[src/rtl/core_ma_lsu_read_data_merge_if.sv]
// Load command descriptor, Avalon read-data return and writeback result
// bundle for the memory-access stage read-data merge unit.
interface core_ma_lsu_read_data_merge_if;
    logic        cmd_push;
    logic [1:0]  cmd_addr_lo;
    logic [2:0]  cmd_data_len;
    logic [2:0]  cmd_op_type;
    logic        cmd_full;
    logic [31:0] avl_m0_read_data;
    logic        avl_m0_read_data_valid;
    logic [31:0] load_data;
    logic        load_valid;
    logic        misalign_err;
    logic        unexp_beat;
    logic        busy;

    modport master (
        output cmd_push, cmd_addr_lo, cmd_data_len, cmd_op_type,
        output avl_m0_read_data, avl_m0_read_data_valid,
        input  cmd_full, load_data, load_valid, misalign_err,
        input  unexp_beat, busy
    );

    modport slave (
        input  cmd_push, cmd_addr_lo, cmd_data_len, cmd_op_type,
        input  avl_m0_read_data, avl_m0_read_data_valid,
        output cmd_full, load_data, load_valid, misalign_err,
        output unexp_beat, busy
    );
endinterface

[src/rtl/core_ma_lsu_read_data_merge.sv]
// LSU read-data merge: in-order descriptor FIFO, beat merge, load extension.
// CORE_LSU_MISALIGN_EN enables two-beat merging of word-crossing loads.
module core_ma_lsu_read_data_merge #(
    parameter int PEND_DEPTH = 2
) (
    input logic clk,
    input logic rest,
    core_ma_lsu_read_data_merge_if.slave bus
);
    localparam int AW = $clog2(PEND_DEPTH);

    typedef struct packed {
        logic [1:0] addr_lo;
        logic [2:0] len;
        logic [2:0] op;
        logic       two_word;
    } desc_t;

`ifdef CORE_LSU_MISALIGN_EN
    typedef enum logic [1:0] {EMPTY, WAIT_FIRST, WAIT_SECOND} state_t;
`else
    typedef enum logic [1:0] {EMPTY, WAIT_FIRST} state_t;
`endif

    function automatic logic crosses(input logic [1:0] a, input logic [2:0] l);
        return ({2'b00, a} + {1'b0, l}) > 4'd4;
    endfunction

    function automatic logic [31:0] extend(input logic [31:0] raw,
                                           input logic [2:0] len,
                                           input logic zext);
        case (len)
            3'd1:    return zext ? {24'b0, raw[7:0]} : {{24{raw[7]}}, raw[7:0]};
            3'd2:    return zext ? {16'b0, raw[15:0]} : {{16{raw[15]}}, raw[15:0]};
            default: return raw;
        endcase
    endfunction

    state_t      state, state_n;
    desc_t       mem [PEND_DEPTH];
    desc_t       head, new_desc;
    logic [AW:0] wr_ptr, rd_ptr, wr_n, rd_n;
    logic        full, push_ok, pop, complete, unexp;
    logic [31:0] hi_word, lo_sel;
    logic [63:0] shifted;
    logic [31:0] result;
    logic        unused_bits;
`ifdef CORE_LSU_MISALIGN_EN
    logic [31:0] lo_word;
    logic        capture_lo;
`endif

    assign head = mem[rd_ptr[AW-1:0]];
    assign full = (wr_ptr[AW] != rd_ptr[AW]) &&
                  (wr_ptr[AW-1:0] == rd_ptr[AW-1:0]);
    // A pop in the same cycle frees the slot for a push while full
    assign push_ok = bus.cmd_push && (!full || pop);

    always_comb begin
        new_desc         = '0;
        new_desc.addr_lo = bus.cmd_addr_lo;
        new_desc.len     = bus.cmd_data_len;
        new_desc.op      = bus.cmd_op_type;
`ifdef CORE_LSU_MISALIGN_EN
        new_desc.two_word = crosses(bus.cmd_addr_lo, bus.cmd_data_len);
`endif
    end

    always_comb begin
        pop      = 1'b0;
        complete = 1'b0;
        unexp    = 1'b0;
        hi_word  = '0;
        lo_sel   = bus.avl_m0_read_data;
`ifdef CORE_LSU_MISALIGN_EN
        capture_lo = 1'b0;
`endif
        unique case (state)
            EMPTY: unexp = bus.avl_m0_read_data_valid;
            WAIT_FIRST: begin
                if (bus.avl_m0_read_data_valid) begin
`ifdef CORE_LSU_MISALIGN_EN
                    if (head.two_word) begin
                        capture_lo = 1'b1;
                    end else begin
                        complete = 1'b1;
                        pop      = 1'b1;
                    end
`else
                    complete = 1'b1;
                    pop      = 1'b1;
`endif
                end
            end
`ifdef CORE_LSU_MISALIGN_EN
            WAIT_SECOND: begin
                if (bus.avl_m0_read_data_valid) begin
                    complete = 1'b1;
                    pop      = 1'b1;
                    hi_word  = bus.avl_m0_read_data;
                    lo_sel   = lo_word;
                end
            end
`endif
            default: ;
        endcase
    end

    assign wr_n = wr_ptr + {{AW{1'b0}}, push_ok};
    assign rd_n = rd_ptr + {{AW{1'b0}}, pop};

    always_comb begin
        state_n = state;
        if (state == EMPTY) begin
            if (push_ok) state_n = WAIT_FIRST;
`ifdef CORE_LSU_MISALIGN_EN
        end else if (capture_lo) begin
            state_n = WAIT_SECOND;
`endif
        end else if (pop) begin
            state_n = (wr_n == rd_n) ? EMPTY : WAIT_FIRST;
        end
    end

    assign shifted = {hi_word, lo_sel} >> {head.addr_lo, 3'b000};
    assign result  = extend(shifted[31:0], head.len, head.op[2]);

`ifdef CORE_LSU_MISALIGN_EN
    assign unused_bits = ^head.op[1:0];
`else
    assign unused_bits = ^{head.op[1:0], head.two_word};
`endif

    always_ff @(posedge clk) begin
        if (push_ok) mem[wr_ptr[AW-1:0]] <= new_desc;
    end

    always_ff @(posedge clk or posedge rest) begin
        if (rest) begin
            state            <= EMPTY;
            wr_ptr           <= '0;
            rd_ptr           <= '0;
            bus.load_data    <= '0;
            bus.load_valid   <= 1'b0;
            bus.misalign_err <= 1'b0;
            bus.unexp_beat   <= 1'b0;
`ifdef CORE_LSU_MISALIGN_EN
            lo_word          <= '0;
`endif
        end else begin
            state          <= state_n;
            wr_ptr         <= wr_n;
            rd_ptr         <= rd_n;
            bus.load_valid <= complete;
            bus.unexp_beat <= unexp;
            if (complete) bus.load_data <= result;
`ifdef CORE_LSU_MISALIGN_EN
            bus.misalign_err <= 1'b0;
            if (capture_lo) lo_word <= bus.avl_m0_read_data;
`else
            bus.misalign_err <= complete && crosses(head.addr_lo, head.len);
`endif
        end
    end

    assign bus.cmd_full = full;
    assign bus.busy     = (state != EMPTY);
endmodule

[src/flat_wrapper.sv]
// flat-port wrapper written by rule: the top's interface ports become plain ports
module core_ma_lsu_read_data_merge_flat 
#(
    parameter int PEND_DEPTH = 2
)
  (clk, rest, bus_cmd_push, bus_cmd_addr_lo, bus_cmd_data_len, bus_cmd_op_type, bus_avl_m0_read_data, bus_avl_m0_read_data_valid, bus_cmd_full, bus_load_data, bus_load_valid, bus_misalign_err, bus_unexp_beat, bus_busy);
  core_ma_lsu_read_data_merge_if bus_i ();
  input logic clk;
  input logic rest;
  input wire logic [$bits(bus_i.cmd_push)-1:0] bus_cmd_push;
  input wire logic [$bits(bus_i.cmd_addr_lo)-1:0] bus_cmd_addr_lo;
  input wire logic [$bits(bus_i.cmd_data_len)-1:0] bus_cmd_data_len;
  input wire logic [$bits(bus_i.cmd_op_type)-1:0] bus_cmd_op_type;
  input wire logic [$bits(bus_i.avl_m0_read_data)-1:0] bus_avl_m0_read_data;
  input wire logic [$bits(bus_i.avl_m0_read_data_valid)-1:0] bus_avl_m0_read_data_valid;
  output wire logic [$bits(bus_i.cmd_full)-1:0] bus_cmd_full;
  output wire logic [$bits(bus_i.load_data)-1:0] bus_load_data;
  output wire logic [$bits(bus_i.load_valid)-1:0] bus_load_valid;
  output wire logic [$bits(bus_i.misalign_err)-1:0] bus_misalign_err;
  output wire logic [$bits(bus_i.unexp_beat)-1:0] bus_unexp_beat;
  output wire logic [$bits(bus_i.busy)-1:0] bus_busy;
  assign bus_i.cmd_push = bus_cmd_push;
  assign bus_i.cmd_addr_lo = bus_cmd_addr_lo;
  assign bus_i.cmd_data_len = bus_cmd_data_len;
  assign bus_i.cmd_op_type = bus_cmd_op_type;
  assign bus_i.avl_m0_read_data = bus_avl_m0_read_data;
  assign bus_i.avl_m0_read_data_valid = bus_avl_m0_read_data_valid;
  assign bus_cmd_full = bus_i.cmd_full;
  assign bus_load_data = bus_i.load_data;
  assign bus_load_valid = bus_i.load_valid;
  assign bus_misalign_err = bus_i.misalign_err;
  assign bus_unexp_beat = bus_i.unexp_beat;
  assign bus_busy = bus_i.busy;
  core_ma_lsu_read_data_merge #(.PEND_DEPTH(PEND_DEPTH)) u_core (.clk(clk), .rest(rest), .bus(bus_i));
endmodule
[config.mk]
export PLATFORM = sky130hd
export DESIGN_NAME = core_ma_lsu_read_data_merge_flat
export DESIGN_NICKNAME = d
export VERILOG_FILES = /design/src/rtl/core_ma_lsu_read_data_merge_if.sv /design/src/rtl/core_ma_lsu_read_data_merge.sv /design/src/flat_wrapper.sv
export SDC_FILE = /design/constraint.sdc
export NUM_CORES = 1
export LEC_CHECK = 0
export ABC_AREA = 1
export CAP_MARGIN = 20
export CELL_PAD_IN_SITES_DETAIL_PLACEMENT = 1
export CELL_PAD_IN_SITES_GLOBAL_PLACEMENT = 1
export CORE_UTILIZATION = 32
export CTS_BUF_LIST = sky130_fd_sc_hd__clkbuf_16
export DETAILED_ROUTE_END_ITERATION = 12
export MAX_ROUTING_LAYER = met4
export PLACE_DENSITY_LB_ADDON = 0.1
export SETUP_SLACK_MARGIN = 0.1
export SLEW_MARGIN = 20
export SYNTH_ARGS = -nofsm -noshare
export SYNTH_HDL_FRONTEND = slang
export SYNTH_SLANG_ARGS = --single-unit
export TNS_END_PERCENT = 30
[constraint.sdc]
create_clock -name clk -period 1.9 [get_ports clk]
set_input_delay 0.38 -clock clk [delete_from_list [all_inputs] [get_ports clk]]
set_output_delay 0.38 -clock clk [all_outputs]
set_load 0.01 [all_outputs]
# Word level (Yosys, flattened, before mapping)
# Memories as Yosys holds them, arrays and structs flattened.
# Index checks and enable logic that the tools add are counted.
# totals
register_bits,41
mem_bits_rw,16
input_bits,44
output_inout_bits,37
wordCells,41
n_memories,1
# op_classes
n_addsub,3
magnitude_cmp,1
n_eq_ne,7
shifts,1
muxes,12
reduce_logical,9
# mem_list
memory,depth,width,rd,rd_clocked_by_memory_dff,write_ports,line,text
u_core.mem,2,8,1,0,1,core_ma_lsu_read_data_merge.sv:40,desc_t mem [PEND_DEPTH];
# ops
operator,n
$mux W32,2
$pmux W32 S2,1
$shr A32 B5 Y32,1
$mux W1,6
$mux W2,3
$add A2 B1 Y2,2
$add A2 B3 Y4,1
$gt A4 B3 Y1 const B,1
$reduce_bool A2 Y1,2
$eq A3 B1 Y1 const B,1
$eq A3 B2 Y1 const B,1
$logic_and A1 B1 Y1,3
$eq A2 B1 Y1 const B,1
$eq A2 B2 Y1,1
$logic_not A2 Y1,1
$ne A2 B1 Y1 const B,1
$reduce_and A2 Y1,1
$eq A1 B1 Y1,1
$logic_not A1 Y1,1
$logic_or A1 B1 Y1,1
$ne A1 B1 Y1,1

# Depth between registers and ports, before layout
# depth
ltp_word,10
depth_mapped,10
mapped_depth_nobuf,9

# Worst setup path before layout
# OpenSTA, ideal clock, no wires.
# synth_path
path_kind,register to register
startpoint,register u_core.rd_ptr[0]
endpoint,register u_core.bus.misalign_err
setup_time_ps,133
t_arrival_ps,1986
required_time_ps,1767
setup_slack_ps,-220
stages_incl_launch_ff,9
synth_period_minus_slack_ps,2120
cell_sequence,dfrtp_1 nand2_1 nand2_4 buf_2 ha_1 fa_1 or2_2 a21oi_1 a311oi_1
# synth_via
elab_chain_cells,4
# synth_lines
element,line,text
from (decl),core_ma_lsu_read_data_merge.sv:42,"logic [AW:0] wr_ptr, rd_ptr, wr_n, rd_n;"
from (signal assigned),core_ma_lsu_read_data_merge.sv:153,rd_ptr <= rd_n;
$mem_v2 Z2 W8,n/a,
$add A2 B3 Y4,core_ma_lsu_read_data_merge.sv:26,"return ({2'b00, a} + {1'b0, l}) > 4'd4;"
$gt A4 B3 Y1,core_ma_lsu_read_data_merge.sv:26,
$logic_and A1 B1 Y1,core_ma_lsu_read_data_merge.sv:161,"bus.misalign_err <= complete && crosses(head.addr_lo, head.len);"
to (signal assigned),core_ma_lsu_read_data_merge.sv:161,
to (decl),core_ma_lsu_read_data_merge_if.sv:27,"output cmd_full, load_data, load_valid, misalign_err,"
# Every way passes these cells.
# A chain may end at the register's enable or synchronous reset.

# Worst setup path after layout
# Ends and elaborated chain as after synthesis.

==> reports/metrics.cfg <==
[critical_path]
cp.arrival_ps=2050
crit_fanout=7
worstPathRequired_ps=2070
worst_setup_path_start_kind=flop
critPathCaptureType=flop
crit_type=flop to flop

[global_routing]
grt_overflow=0
grt_pass1_vias=3071
antenna_found_initial=0
grt_usage_pct=20.6
grt_pass1_wl_mm=15.3
grt_max_degree=41

[sta]
max-slew-margin-rel_pct=75.6
rsz0062_at_grt=true
finalSetupViolCount=0
drv_slew=0
max_freq_ghz=0.533
worst_pin_slew_ps=366
min_period_ps=1880
fin_hold_ws_ps=445
skew_ps=8.39
hold_violations=0
final.period_utilization_pct=98.8

[power]
p_int_w=0.00496
clock_power_share_pct=12.0
power_density_mw_per_mm2=1830
ir_drop_v=0.000843
swShare_pct=42.8
power.leakage_nw=2.06
pwr-share-comb_pct=65.3
seqPwrFrac_pct=22.7
p_total_w=0.00867
switching_power_w=0.00371

[cells_and_area]
syn_to_final_growth_pct=58.8
register_area_mm2=0.00136
finalNetCount=526
antenna_cells=0
multi_input_area_mm2=0.00168
final_area_mm2=0.00475
fill_cells=1030
drive_gt1_share_pct=27.0

[cts]
cts_buffers=5
h-tree-depth=2
clk_latency_ps=290
clock_path_buffers=2
root_buffer=clkbuf_16
clock-sinks=52
hold_buffers=0
clkTransAtPathRegs_ps=70
cts_tree=built

[worst_hold_path]
hold_path.class=input port to asynchronous set/reset pin

[synthesis]
synth_nets=416
async_reset_ff_share_pct=76.9
synth_edf_count=12
synth_cell_type_count=35
yosys_warnings=0
synth-seq-cells=52
synth_ff_type=dfrtp_1
ys_seq_area_share_pct=45.5
syn_area_per_cell_um2=8.17
synth.cell_area_mm2=0.00299
synth_cells=366

[floorplan]
io_pins=81
core-area_mm2=0.00889
num_rows=34
initial_core_util_pct=33.6
dieArea_mm2=0.00974
dieHeight_um=98.7
fp.dieW_um=98.7

[routing]
drt_iter0_drc=110
drc=0
vias=2926
via_per_inst=5.00
antenna_left=0
routed_wl_mm=10.3
drt-pass1-iter-count=4
route.detailed.wl_per_inst_um=17.6

[place]
dpl_cell_area_mm2=0.00413
place.port_buffers=78
gp_congestion=0.795
dp_hpwl_mm=6.89

[flow_run]
maxCapViolations=0

[status]
status=finished, final reports clean

==> cells in the mapped netlist (2+ instances only) <==
master | n | area share [%]
buf_2 | 7 | 1.2
ha_1 | 5 | 2.1
o21ai_0 | 22 | 3.7
nor2_1 | 65 | 8.2
xnor2_1 | 2 | 0.59
inv_1 | 33 | 4.1
dfrtp_1 | 40 | 33
a21oi_1 | 15 | 2.5
buf_4 | 2 | 0.50
o21ai_2 | 3 | 0.88
o211ai_1 | 7 | 1.8
a21oi_2 | 12 | 3.5
edfxtp_1 | 12 | 12
o21ai_1 | 2 | 0.33
xor2_1 | 3 | 0.88
clkbuf_1 | 3 | 0.38
nand2_4 | 5 | 1.9
nand3_2 | 2 | 0.67
nand2_1 | 69 | 8.7
nand3_1 | 38 | 6.4
buf_6 | 5 | 1.9
==> layout by cell type, fill, tap and decap left out, types with 8 or more instances in the layout <==
cell type	count
buf_12	9
inv_1	33
buf_4	24
nand2_2	8
edfxtp_1	12
nand2_1	60
nand3_1	35
nor2_1	46
dfrtp_1	39
nor2_2	16
clkdlybuf4s50_1	77
o21ai_0	19
a21oi_2	21
==> repair_timing <==
action	4_1_cts	5_1_grt
setup buffers	6	5
endpoints found under the hold margin	0	0
cloned	0	3
setup endpoints to repair	19	32
pin swaps	5	14
gates resized for setup	16	63
==> metrics by stage <==
stage                     setup TNS [ps]  instances  utilization, %  worst slack (ps)
after global placement              -128        563            46.4              -128
after floorplan                    -10.0        366               -             -10.0
after detailed placement            -466        563            46.4              -192
after CTS                              0        577            49.7              27.9
final                                  0        585            53.4              22.8
after global routing               -89.5        585            53.4             -56.3
==> state kept, by name, indices dropped and copies added (netlist names) <==
signal	cells
u_core.bus.load_data	32
u_core.mem	12
u_core.rd_ptr	2
u_core.wr_ptr	2
u_core.bus.load_valid	1
u_core.bus.misalign_err	1
u_core.bus.unexp_beat	1
u_core.state	1
==> layout make-up <==
| type | instances | area share (%) |
|---|---|---|
| Sequential cell | 52 | 28.7 |
| Timing Repair Buffer | 119 | 26.6 |
| Multi-Input combinational cell | 263 | 35.3 |
| Tap cell | 108 | 2.85 |
| Clock buffer | 5 | 2.63 |
| Inverter | 35 | 3.06 |
| Clock inverter | 3 | 0.896 |
==> worst paths after layout <==
path | from | to | slack (ps) | cells past startpoint
min in group clk | u_core.bus.load_data[1] | u_core.bus.load_data[1] | 480 | 2
worst min-delay path | rest | u_core.bus.unexp_beat | 450 | 3
worst max register to register | u_core.rd_ptr[0] | u_core.bus.misalign_err | 20 | 9
worst max-delay path | u_core.rd_ptr[0] | u_core.bus.misalign_err | 20 | 9
worst min register to register | u_core.bus.load_data[1] | u_core.bus.load_data[1] | 480 | 2
max in group asynchronous | rest | u_core.bus.load_data[15] | 1240 | 3
==> metal layers <==
metal / up-vias / GRT usage, % / part of all wire (%)
met4: 0 / 3.79 / 1.2
met5: - / - / 0
li1: 1410 / - / -
met3: 10 / 2.13 / 2.5
met1: 1453 / 26.5 / 45
met2: 53 / 35.7 / 52
==> power groups by stage <==
| stage | Sequential, W | Clock (W) | Combinational, W |
|---|---|---|---|
| 2_1_floorplan | 0.00209 | 0 | 0.00253 |
| 3_3_place_gp | 0.00197 | 0 | 0.00448 |
| 6_report | 0.00197 | 0.00104 | 0.00566 |
| 4_1_cts | 0.00196 | 0.00105 | 0.00493 |
| 5_1_grt | 0.00203 | 0.00109 | 0.00612 |
| 3_5_place_dp | 0.00199 | 0 | 0.00461 |
==> cell families (layout without fill, tap and decap cells) <==
logic type / count (synthesis) / in the layout / share of synthesized area (%)
AO/OA/AOI/OAI: 65 / 65 / 14.1
buffers and inverters: 52 / 162 / 8.41
adder cells (fa/ha/maj): 6 / 6 / 2.76
AND/OR/NAND/NOR: 186 / 187 / 27.8
flip-flops: 52 / 52 / 45.5
XOR/XNOR: 5 / 5 / 1.46
==> worst max-delay path, cell delays in order, from the launching register on <==
cell      delay [ps]
dfrtp_2          430
buf_12           160
inv_12            80
nand2_8           60
nand2_8           70
ha_4             140
fa_1             410
or2_4            250
a21oi_2          110
a311oi_1          50
(Power assumes the default switching activity.)
